File: config.mk
export PLATFORM = sky130hd
export DESIGN_NAME = pipe_buf_stage
export DESIGN_NICKNAME = d
export VERILOG_FILES = /design/src/rtl/pipe_buf_stage_pkg.sv /design/src/rtl/pipe_buf_stage_satcnt.sv /design/src/rtl/pipe_buf_stage.sv
export SDC_FILE = /design/constraint.sdc
export NUM_CORES = 1
export LEC_CHECK = 0
export ABC_CLOCK_PERIOD_IN_PS = 2360
export BUFFER_PORTS_ARGS = -buffer_cell sky130_fd_sc_hd__buf_4
export CAP_MARGIN = 20
export CORE_ASPECT_RATIO = 0.75
export CORE_UTILIZATION = 40
export DETAILED_ROUTE_END_ITERATION = 12
export PLACE_DENSITY = 0.7
export SLEW_MARGIN = 10
export SYNTH_ARGS = -nofsm -noshare
export SYNTH_HDL_FRONTEND = slang
export SYNTH_SLANG_ARGS = --single-unit
File: constraint.sdc
create_clock -name clk -period 2.36 [get_ports clk]
set_input_delay 0 -clock clk [delete_from_list [all_inputs] [get_ports clk]]
set_output_delay 0 -clock clk [all_outputs]
set_load 0.02 [all_outputs]
File: src/rtl/pipe_buf_stage_pkg.sv
// Shared types for the pipe_buf_stage two-entry skid buffer: occupancy state
// encoding and the per-cycle register-load decision.
package pipe_buf_stage_pkg;

    typedef enum logic [1:0] {
        EMPTY = 2'b00,
        ONE   = 2'b01,
        FULL  = 2'b10
    } pipe_buf_state_e;

    localparam int unsigned OCC_W = 2;

    typedef struct packed {
        logic load_main;
        logic load_skid;
        logic skid_to_main;
    } pipe_buf_ld_t;

    function automatic logic [OCC_W-1:0] occupancy(input pipe_buf_state_e s);
        case (s)
            ONE:     occupancy = 2'd1;
            FULL:    occupancy = 2'd2;
            default: occupancy = 2'd0;
        endcase
    endfunction

endpackage

File: src/rtl/pipe_buf_stage_satcnt.sv
// pipe_buf_satcnt: W-bit counter that adds a 2-bit increment each cycle and
// sticks at all-ones instead of wrapping.
module pipe_buf_satcnt #(
    parameter int unsigned W = 16
) (
    input  logic         clk,
    input  logic         reset_n,
    input  logic [1:0]   add_i,
    output logic [W-1:0] cnt_o
);

    logic [W-1:0] cnt_q;
    logic [W-1:0] cnt_d;
    logic [W+1:0] sum;

    always_comb begin
        sum   = {2'b00, cnt_q} + {{W{1'b0}}, add_i};
        cnt_d = cnt_q;
        if (sum > {2'b00, {W{1'b1}}}) begin
            cnt_d = {W{1'b1}};
        end else begin
            cnt_d = sum[W-1:0];
        end
    end

    always_ff @(posedge clk or negedge reset_n) begin
        if (!reset_n) begin
            cnt_q <= '0;
        end else begin
            cnt_q <= cnt_d;
        end
    end

    assign cnt_o = cnt_q;

endmodule

File: src/rtl/pipe_buf_stage.sv
// Two-entry skid buffer between pipeline stages with flush and optional
// statistics counters (enabled by defining PIPE_BUF_STATS_EN).
module pipe_buf_stage
    import pipe_buf_stage_pkg::*;
#(
    parameter int unsigned WIDTH = 32,
    parameter int unsigned CNT_W = 16
) (
    input  logic             clk,
    input  logic             reset_n,
    input  logic             in_valid,
    input  logic [WIDTH-1:0] in_data,
    output logic             in_ready,
    output logic             out_valid,
    output logic [WIDTH-1:0] out_data,
    input  logic             out_ready,
    input  logic             flush,
    output logic [CNT_W-1:0] stall_cnt,
    output logic [CNT_W-1:0] drop_cnt
);

    typedef struct packed {
        logic [WIDTH-1:0] data;
    } stage_reg_t;

    pipe_buf_state_e state_q;
    pipe_buf_state_e state_d;
    logic            init_q;
    stage_reg_t      main_q;
    stage_reg_t      main_d;
    stage_reg_t      skid_q;
    pipe_buf_ld_t    ld;
    logic            in_fire;
    logic            out_fire;

    // Handshake outputs come only from flops; init_q holds in_ready low
    // until the first edge after reset is released.
    assign out_valid = (state_q != EMPTY);
    assign in_ready  = init_q & (state_q != FULL);
    assign out_data  = main_q.data;
    assign in_fire   = in_valid & in_ready;
    assign out_fire  = out_valid & out_ready;

    always_comb begin
        state_d = state_q;
        ld      = '0;
        unique case (state_q)
            EMPTY: begin
                if (in_fire) begin
                    ld.load_main = 1'b1;
                    state_d      = ONE;
                end
            end
            ONE: begin
                case ({in_fire, out_fire})
                    2'b10: begin
                        ld.load_skid = 1'b1;
                        state_d      = FULL;
                    end
                    2'b01: state_d = EMPTY;
                    2'b11: ld.load_main = 1'b1;
                    default: ;
                endcase
            end
            FULL: begin
                if (out_fire) begin
                    ld.skid_to_main = 1'b1;
                    state_d         = ONE;
                end
            end
            default: state_d = EMPTY;
        endcase
        // A flush wins over everything; payload registers keep their contents.
        if (flush) begin
            state_d = EMPTY;
            ld      = '0;
        end
    end

    always_comb begin
        main_d = main_q;
        if (ld.load_main) begin
            main_d.data = in_data;
        end else if (ld.skid_to_main) begin
            main_d = skid_q;
        end
    end

    always_ff @(posedge clk or negedge reset_n) begin
        if (!reset_n) begin
            state_q <= EMPTY;
            init_q  <= 1'b0;
            main_q  <= '0;
        end else begin
            state_q <= state_d;
            init_q  <= 1'b1;
            main_q  <= main_d;
        end
    end

    always_ff @(posedge clk) begin
        if (ld.load_skid) begin
            skid_q.data <= in_data;
        end
    end

`ifdef PIPE_BUF_STATS_EN
    logic [1:0] stall_add;
    logic [1:0] drop_add;

    // Entries lost to a flush: held ones plus a same-cycle accept, minus a
    // same-cycle delivery (out_fire implies at least one entry is held).
    assign stall_add = {1'b0, out_valid & ~out_ready};
    assign drop_add  = flush ? (occupancy(state_q) + {1'b0, in_fire} - {1'b0, out_fire})
                             : 2'd0;

    pipe_buf_satcnt #(.W(CNT_W)) u_stall_cnt (
        .clk     (clk),
        .reset_n (reset_n),
        .add_i   (stall_add),
        .cnt_o   (stall_cnt)
    );

    pipe_buf_satcnt #(.W(CNT_W)) u_drop_cnt (
        .clk     (clk),
        .reset_n (reset_n),
        .add_i   (drop_add),
        .cnt_o   (drop_cnt)
    );
`else
    assign stall_cnt = '0;
    assign drop_cnt  = '0;
`endif

endmodule

==> results of run 1 <==
[layer usage]
metal | GRT usage [%] | up-vias
li1 | - | 927
met1 | 23.9 | 890
met2 | 24.6 | 80
met3 | 7.80 | 4
met4 | 4.48 | 0
met5 | 0 | -
[what timing repair did]
item,CTS,global route
setup buffers,0,0
hold buffers,34,0
hold endpoints to repair,100,0
[cells by family after synthesis]
logic type | after synthesis | synth area share (%)
muxes | 5 | 1.78
buffers and inverters | 43 | 12.2
DFF | 67 | 65.3
AOI/OAI and AO/OA | 34 | 9.35
other | 2 | 0.267
and+or+nand+nor | 74 | 11.0
[cell type report]
cell class	instances	share of cell area, %
clock buffers	9	3.23
clock inverters	7	2.41
multi-input cells	146	19.5
flip-flops and latches	67	47.9
well taps	84	2.74
repair buffers	109	24.2
[registers in the layout, summed over array words and instances, names as in the netlist]
signal    count
state_q       2
out_data     32
skid_q       32
init_q        1
[cells in the mapped netlist]
cell and count:
a22oi_1 29, a31oi_4 1, and2_1 2, and3_1 2
and4bb_1 1, buf_2 2, buf_4 32, buf_6 8
clkbuf_1 1, conb_1 2, dfrtp_1 35, edfxtp_1 32
mux2i_1 5, nand2_1 61, nand2b_1 2, nor2_1 2
nor2b_1 1, nor3_1 1, o21ai_0 3, o22a_1 1
or2_2 2
[worst min-delay path: stages]
cell and delay, ns:
buf_4 0.13, nor3_1 0.16, or2_2 0.12
[worst max path at each step]
stage	startpoint	endpoint	depth (start not counted)
after floorplan	state_q[1]	skid_q[0]	2
after global placement	state_q[1]	skid_q[5]	3
after detailed placement	state_q[1]	skid_q[7]	3
after CTS	state_q[1]	skid_q[9]	3
after global routing	state_q[1]	skid_q[6]	3
final	state_q[1]	skid_q[31]	3
[power groups by stage]
stage / sequential [mW] / clock [mW] / combinational, mW
2_1_floorplan: 1.55 / 0 / 0.210
3_3_place_gp: 1.42 / 0 / 0.565
3_5_place_dp: 1.43 / 0 / 0.574
4_1_cts: 1.40 / 1.06 / 0.620
5_1_grt: 1.42 / 1.12 / 0.670
6_report: 1.40 / 1.03 / 0.615
[stage by stage]
step	util (%)	area, µm²
3_3_place_gp	48.2	3280
2_1_floorplan	-	2930
6_report	56.4	3830
4_1_cts	56.4	3830
3_5_place_dp	48.2	3280
5_1_grt	56.4	3830
==> metrics.txt, run 1 <==
outcome finished, final reports clean; largest net degree at the start of global routing 36; area delta synth->final 36.4%; synthesized cell area ~2800 µm²; CTS tree yes; num ports just over 100; initial antenna violation count 0; core footprint 6800 µm²; Total Routed Length ~5700 µm; Mapped Cells 225; final total power 3.05 mW; leading area contributor after synthesis edfxtp_1; worst path cell trace nor2_1 > and3_2 > buf_12; initial drt markers 70; syn_area_per_cell 12.5 µm²; gr usage total 17.2%; post-synthesis sequential area ratio 65.3%; Max-Cap Viols 0; met2 WL ~2500 µm; commonest non-fill, non-tap cell in the layout buf_4; residual DRC count 0; Hold Crit Class input pin to register; setup TNS 0 ns; worst path bufs/invs 1; crit path time final around 1.7 ns; CP arrival around 1.8 ns; FILL cells a little under 600; Seq pwr share 46.1%; layout cell share with drive strength beyond 1 between 20% and 30%; initial core utilization 41.4%; clk_lat worst skew ~0.34 ns; htree depth 3; Int Pwr around 2.2 mW; crit-path max FO 17; CP endpoint kind register; DR vias ~1900; Syn. warnings 0; Hold Path Cell Cnt 3; detailed placement HPWL around 3800 µm; R2R Path End skid_q[31]; switching share of total power 27.9%; area of the multi-input gates ~750 µm²; FF-to-FF Start state_q[1]; RSZ-0062 raised after global routing false; startpoint types register; clock root buffer clkbuf_8; Peak VDD IR around 300 µV; total grt overflow 0; Fin. Hold Viols 0; reg-to-reg slack, setup 0.63 ns; DR WL/cell about 14 µm; R2R cell count 3; cell count after placement between 300 and 400; PD cells 795 nW/µm²; highest metal layer with signal wires met4; Hold WS between 0.09 and 0.1 ns; final antenna-violating net count 0; Worst Hold End state_q[1]; leakage 1.76 nW; vias in the first global route approximately 1800; CTS Sinks 67; Synth area leaders edfxtp_1 (34%), dfrtp_1 (31%), buf_4 (8.5%); Req. time, crit path ~2.4 ns; GPL Wtd Cong approximately 0.73; Hold Startpoint out_ready; Buffers on Ports 70; num rows 26; Die Ht ~75 µm; DIE WIDTH slightly below 100 µm; DRT Pass-1 Iters 4; slowest stage delay, CP around 0.5 ns; Sw Pwr roughly 0.85 mW; highest-count cells in the layout ignoring fill and taps buf_4 (73), nand2_1 (61), dfrtp_1 (35), dlygate4sd3_1 (34), conb_1 (33); skew final around 0.0071 ns; CTS max path bufs 2; TritonCTS buffer count 9; DIE AREA 7370 µm²; FMAX 579 MHz; Clock power frac between 30% and 40%; slowest library cell on the worst path and3_2; non-filler cells, final ~420; kind of critical path register to register; post-layout net count between 300 and 400; Met3 Routed Length approximately 440 µm; endpoints failing setup 0; post-CTS sizing 0; Via density 4.50; max-slew violations 0; global-route wire length before repair 9160 µm; final worst setup slack 0.632 ns; register area roughly 1800 µm²; Final period util between 70% and 80%; Gate power share roughly 20%; Ant. Diodes 0; CP top delay family simple AND/OR/NAND/NOR gates; pre-CTS setup slack roughly 0.64 ns; Cell variety after synth 21; CTS clk-pin slew, worst paths ~0.070 ns; Met1 Routed Length around 2800 µm; Yosys top cell area share 34.2%; flip-flop and latch count after synthesis 67
Power figures use the tool's default switching activity.
==> run 2, diff against run 1 <==
Settings changed: ABC_CLOCK_PERIOD_IN_PS 2360 to 1700.
Clock period 2.36 ns to 1.7 ns, I/O delays scaled along.
==> run 2 against run 1 <==
Clock power up 28%; largest cell class unchanged; via count up 3.1%; critical endpoint is now skid_q[26]; combinational power is 39% higher; flip-flop and latch count did not move; design area stayed put; fmax rose by 16%; total power grew 35%.
==> metrics.txt, run 2 (synthesis results as in run 1) <==
CP arrival between 1.5 and 2 ns; Post-CTS Setup Inserts 0; residual DRC count 0; outcome finished, final reports clean; vias in the first global route between 1500 and 2000; Peak VDD IR around 570 µV; layout cell share with drive strength beyond 1 about 28%; final worst setup slack between 0.2 and 0.25 ns; htree depth 3; leakage roughly 1.8 nW; Max-Cap Viols 0; core footprint ~7000 µm²; Die Ht around 75 µm; clk_lat worst skew 0.35 ns; FMAX about 670 MHz; GPL Wtd Cong 0.718; Hold Crit Class input pin to register; final antenna-violating net count 0; skew final 0.00907 ns; highest-count cells in the layout ignoring fill and taps buf_4 (76), nand2_1 (61), dfrtp_1 (35), dlygate4sd3_1 (34), conb_1 (33); Final period util 87.8%; initial core utilization 41.4%; Via density about 4.6; RSZ-0062 raised after global routing false; TritonCTS buffer count 9; post-layout net count ~370; Hold Startpoint out_ready; Ant. Diodes 0; num rows 26; Final Cell Area 3830 µm²; global-route wire length before repair roughly 9300 µm; initial drt markers 75; CTS clk-pin slew, worst paths ~0.06 ns; kind of critical path register to register; CP endpoint kind register; crit path time final 1.49 ns; placed inst area between 3000 and 4000 µm²; setup TNS 0 ns; CTS max path bufs 2; slowest library cell on the worst path dfrtp_1; CTS tree yes; slowest stage delay, CP around 0.44 ns; PD cells around 1100 nW/µm²; Total Routed Length 6020 µm; total grt overflow 0; DR vias 1960; crit-path max FO 14; Req. time, crit path around 1.7 ns; clock root buffer clkbuf_8; CTS Sinks 67; max-slew violations 0; DIE WIDTH roughly 99 µm; pre-CTS setup slack 0.197 ns; initial antenna violation count 0; FF-to-FF Start state_q[1]; Fin. Hold Viols 0; endpoints failing setup 0; DR WL/cell 14.2 µm; DIE AREA around 7400 µm²; DRT Pass-1 Iters 4; area delta synth->final 36.4%; detailed placement HPWL slightly below 4000 µm; CP startpoint state_q[1]; startpoint types register; Hold WS 0.108 ns; worst path cell trace nor2_1 > and3_2 > buf_4; num ports just over 100; gr usage total 17.1%; largest net degree at the start of global routing 36; Buffers on Ports 70; commonest non-fill, non-tap cell in the layout buf_4
==> run 2: metrics by stage <==
stage / total power, mW / utilization (%) / cells
after floorplan: 2.45 / - / 256
after global placement: 2.76 / 48.5 / 375
after detailed placement: 2.78 / 48.5 / 375
after CTS: 4.16 / 56.4 / 425
after global routing: 4.32 / 56.4 / 425
final: 4.12 / 56.4 / 425
==> run 2: what timing repair did <==
action	4_1_cts	5_1_grt
hold endpoints to repair	100	0
hold buffers	34	0
resized for setup	0	0
==> run 2: power by group <==
group	internal [mW]	switching [mW]	total, mW
sequential	1.86	0.0954	1.95
combinational	0.375	0.478	0.853
clock	0.710	0.605	1.32
total	2.94	1.18	4.12
==> run 2: path summary, 6_finish.rpt <==
path	endpoint	slack, ns	cells past startpoint
setup / recovery	skid_q[26]	0.21	3
hold / removal	state_q[1]	0.11	3
setup reg to reg	skid_q[26]	0.21	3
hold reg to reg	out_data[0]	0.46	2
max in group asynchronous	out_data[10]	1.19	2
min in group asynchronous	out_data[23]	0.16	2
==> run 2: worst max-delay path, delay by kind of cell (launching register included) <==
| kind | cells | cell delay (ns) |
|---|---|---|
| and+or+nand+nor | 2 | 0.52 |
| buffers and inverters | 1 | 0.22 |
| DFF | 1 | 0.44 |
==> run 2: final cells by class <==
class	instances	area [µm²]
multi-input combinational	146	748
sequential	67	1840
fill	563	2960
clock inverter	5	52.6
timing repair buffer	112	951
tap	84	105
clock buffer	11	141
==> run 2: routing by layer <==
metal | wire [µm] | vias up | share of wire [%] | track usage [%]
li1 | - | 932 | - | -
met1 | 2850 | 951 | 47 | 23.4
met2 | 2760 | 71 | 46 | 25.5
met3 | 357 | 6 | 5.9 | 6.95
met4 | 52 | 0 | 0.86 | 4.48
met5 | 0 | - | 0 | 0
==> run 3, diff against run 2 <==
Settings changed: REMOVE_ABC_BUFFERS from default to 1.
==> run 3 against run 2 <==
Fmax fell by 0.15%; combinational power hardly changed; critical path depth stayed put; largest cell class unchanged; setup slack got worse by 0.0022 ns; utilization is 0.15 points lower; routed wire length is 2.4% lower; largest power group unchanged.
==> metrics.txt, run 3 (synthesis results as in run 1) <==
DR vias ~1900; outcome finished, final reports clean; setup TNS 0 ns; Fin. Hold Viols 0; FMAX about 670 MHz; clock root buffer clkbuf_8; DIE AREA approximately 7400 µm²; max-slew violations 0; largest net degree at the start of global routing 36; initial drt markers 80; highest metal layer with signal wires met4; Via density around 4.5; Met1 Routed Length 2840 µm; num ports slightly above 100; layout cell share with drive strength beyond 1 28.2%; Final period util between 80% and 90%; post-layout net count 373; crit path time final 1.49 ns; htree depth 3; cell count after placement between 300 and 400; startpoint types register; leakage 1.77 nW; area delta synth->final 36.0%; Post-CTS Hold Buffers 34; post-CTS sizing 0; TritonCTS buffer count 9; skew final between 0.008 and 0.009 ns; PD cells approximately 1100 nW/µm²; DR WL/cell 13.8 µm; total grt overflow 0; CP top delay family simple AND/OR/NAND/NOR gates; endpoints failing setup 0; commonest non-fill, non-tap cell in the layout buf_4; vias in the first global route ~1900; met2 WL roughly 2600 µm; core footprint between 6000 and 7000 µm²; final antenna-violating net count 0; slowest stage delay, CP 0.43 ns; Max-Cap Viols 0; crit-path max FO 14; DIE WIDTH 98.8 µm; CTS clk-pin slew, worst paths around 0.07 ns; detailed placement HPWL between 3000 and 4000 µm; highest-count cells in the layout ignoring fill and taps buf_4 (76), nand2_1 (61), dfrtp_1 (35), dlygate4sd3_1 (34), conb_1 (33); non-filler cells, final roughly 430; Ant. Diodes 0; DRT Pass-1 Iters 4; CTS max path bufs 2; initial antenna violation count 0; gr usage total between 10% and 20%; Met3 Routed Length ~350 µm; Post-CTS Setup Inserts 0; Hold Crit Class input pin to register; kind of critical path register to register; residual DRC count 0; CP arrival approximately 1.5 ns; Layout Utilization a little under three fifths; CTS tree yes; worst path bufs/invs 1; num rows 26; GPL Wtd Cong between 0.7 and 0.8; global-route wire length before repair roughly 9400 µm; initial core utilization between 40% and 50%; CTS Sinks 67; RSZ-0062 raised after global routing false; Req. time, crit path 1.72 ns; Die Ht between 70 and 80 µm; worst path cell trace nor2_1 > and3_2 > buf_4; slowest library cell on the worst path dfrtp_1; Peak VDD IR between 500 and 600 µV; Total Routed Length approximately 5900 µm; CP endpoint kind register; clk_lat worst skew between 0.3 and 0.4 ns; Buffers on Ports 70
==> run 3: per-stage QoR <==
stage	hold slack, ns	worst slack (ns)	total power [mW]	cell area [µm²]
after detailed placement	-0.00771	0.214	2.77	3300
after CTS	0.0979	0.201	4.09	3820
after global routing	0.120	0.125	4.25	3820
final	0.107	0.206	4.05	3820
after global placement	-0.0121	0.259	2.76	3300
after floorplan	-0.296	-0.222	2.37	2580
==> run 3: where the power goes <==
group / internal, mW / total [mW] / switching (mW)
sequential: 1.86 / 1.95 / 0.0927
clock: 0.665 / 1.24 / 0.577
combinational: 0.375 / 0.856 / 0.481
total: 2.90 / 4.05 / 1.15
==> run 3: worst paths after layout <==
path                       startpoint      endpoint  slack [ns]  depth (start not counted)
max                        state_q[1]    skid_q[13]        0.21                          3
min                         out_ready    state_q[1]        0.11                          3
max reg2reg                state_q[1]    skid_q[13]        0.21                          3
min reg2reg                skid_q[13]  out_data[13]        0.46                          2
max in group asynchronous     reset_n  out_data[22]        1.21                          2
min in group asynchronous     reset_n   out_data[6]        0.16                          2
==> run 3: area by class of cell <==
cell class                      instances  area (µm²)
Multi-Input combinational cell        146         748
Fill cell                             578        2970
Tap cell                               84         105
Timing Repair Buffer                  112         951
Clock inverter                          6        56.3
Clock buffer                           10         128
Sequential cell                        67        1840
==> run 3: per-layer routing <==
metal | GRT usage (%) | up-vias
li1 | - | 933
met1 | 23.7 | 911
met2 | 26.0 | 74
met3 | 5.17 | 7
met4 | 5.97 | 0
met5 | 0 | -
==> run 3: worst register-to-register path, delay by kind of cell, from the launching register on <==
kind | cells | cell delay (ns)
buffers and inverters | 1 | 0.23
DFF | 1 | 0.43
and+or+nand+nor | 2 | 0.52
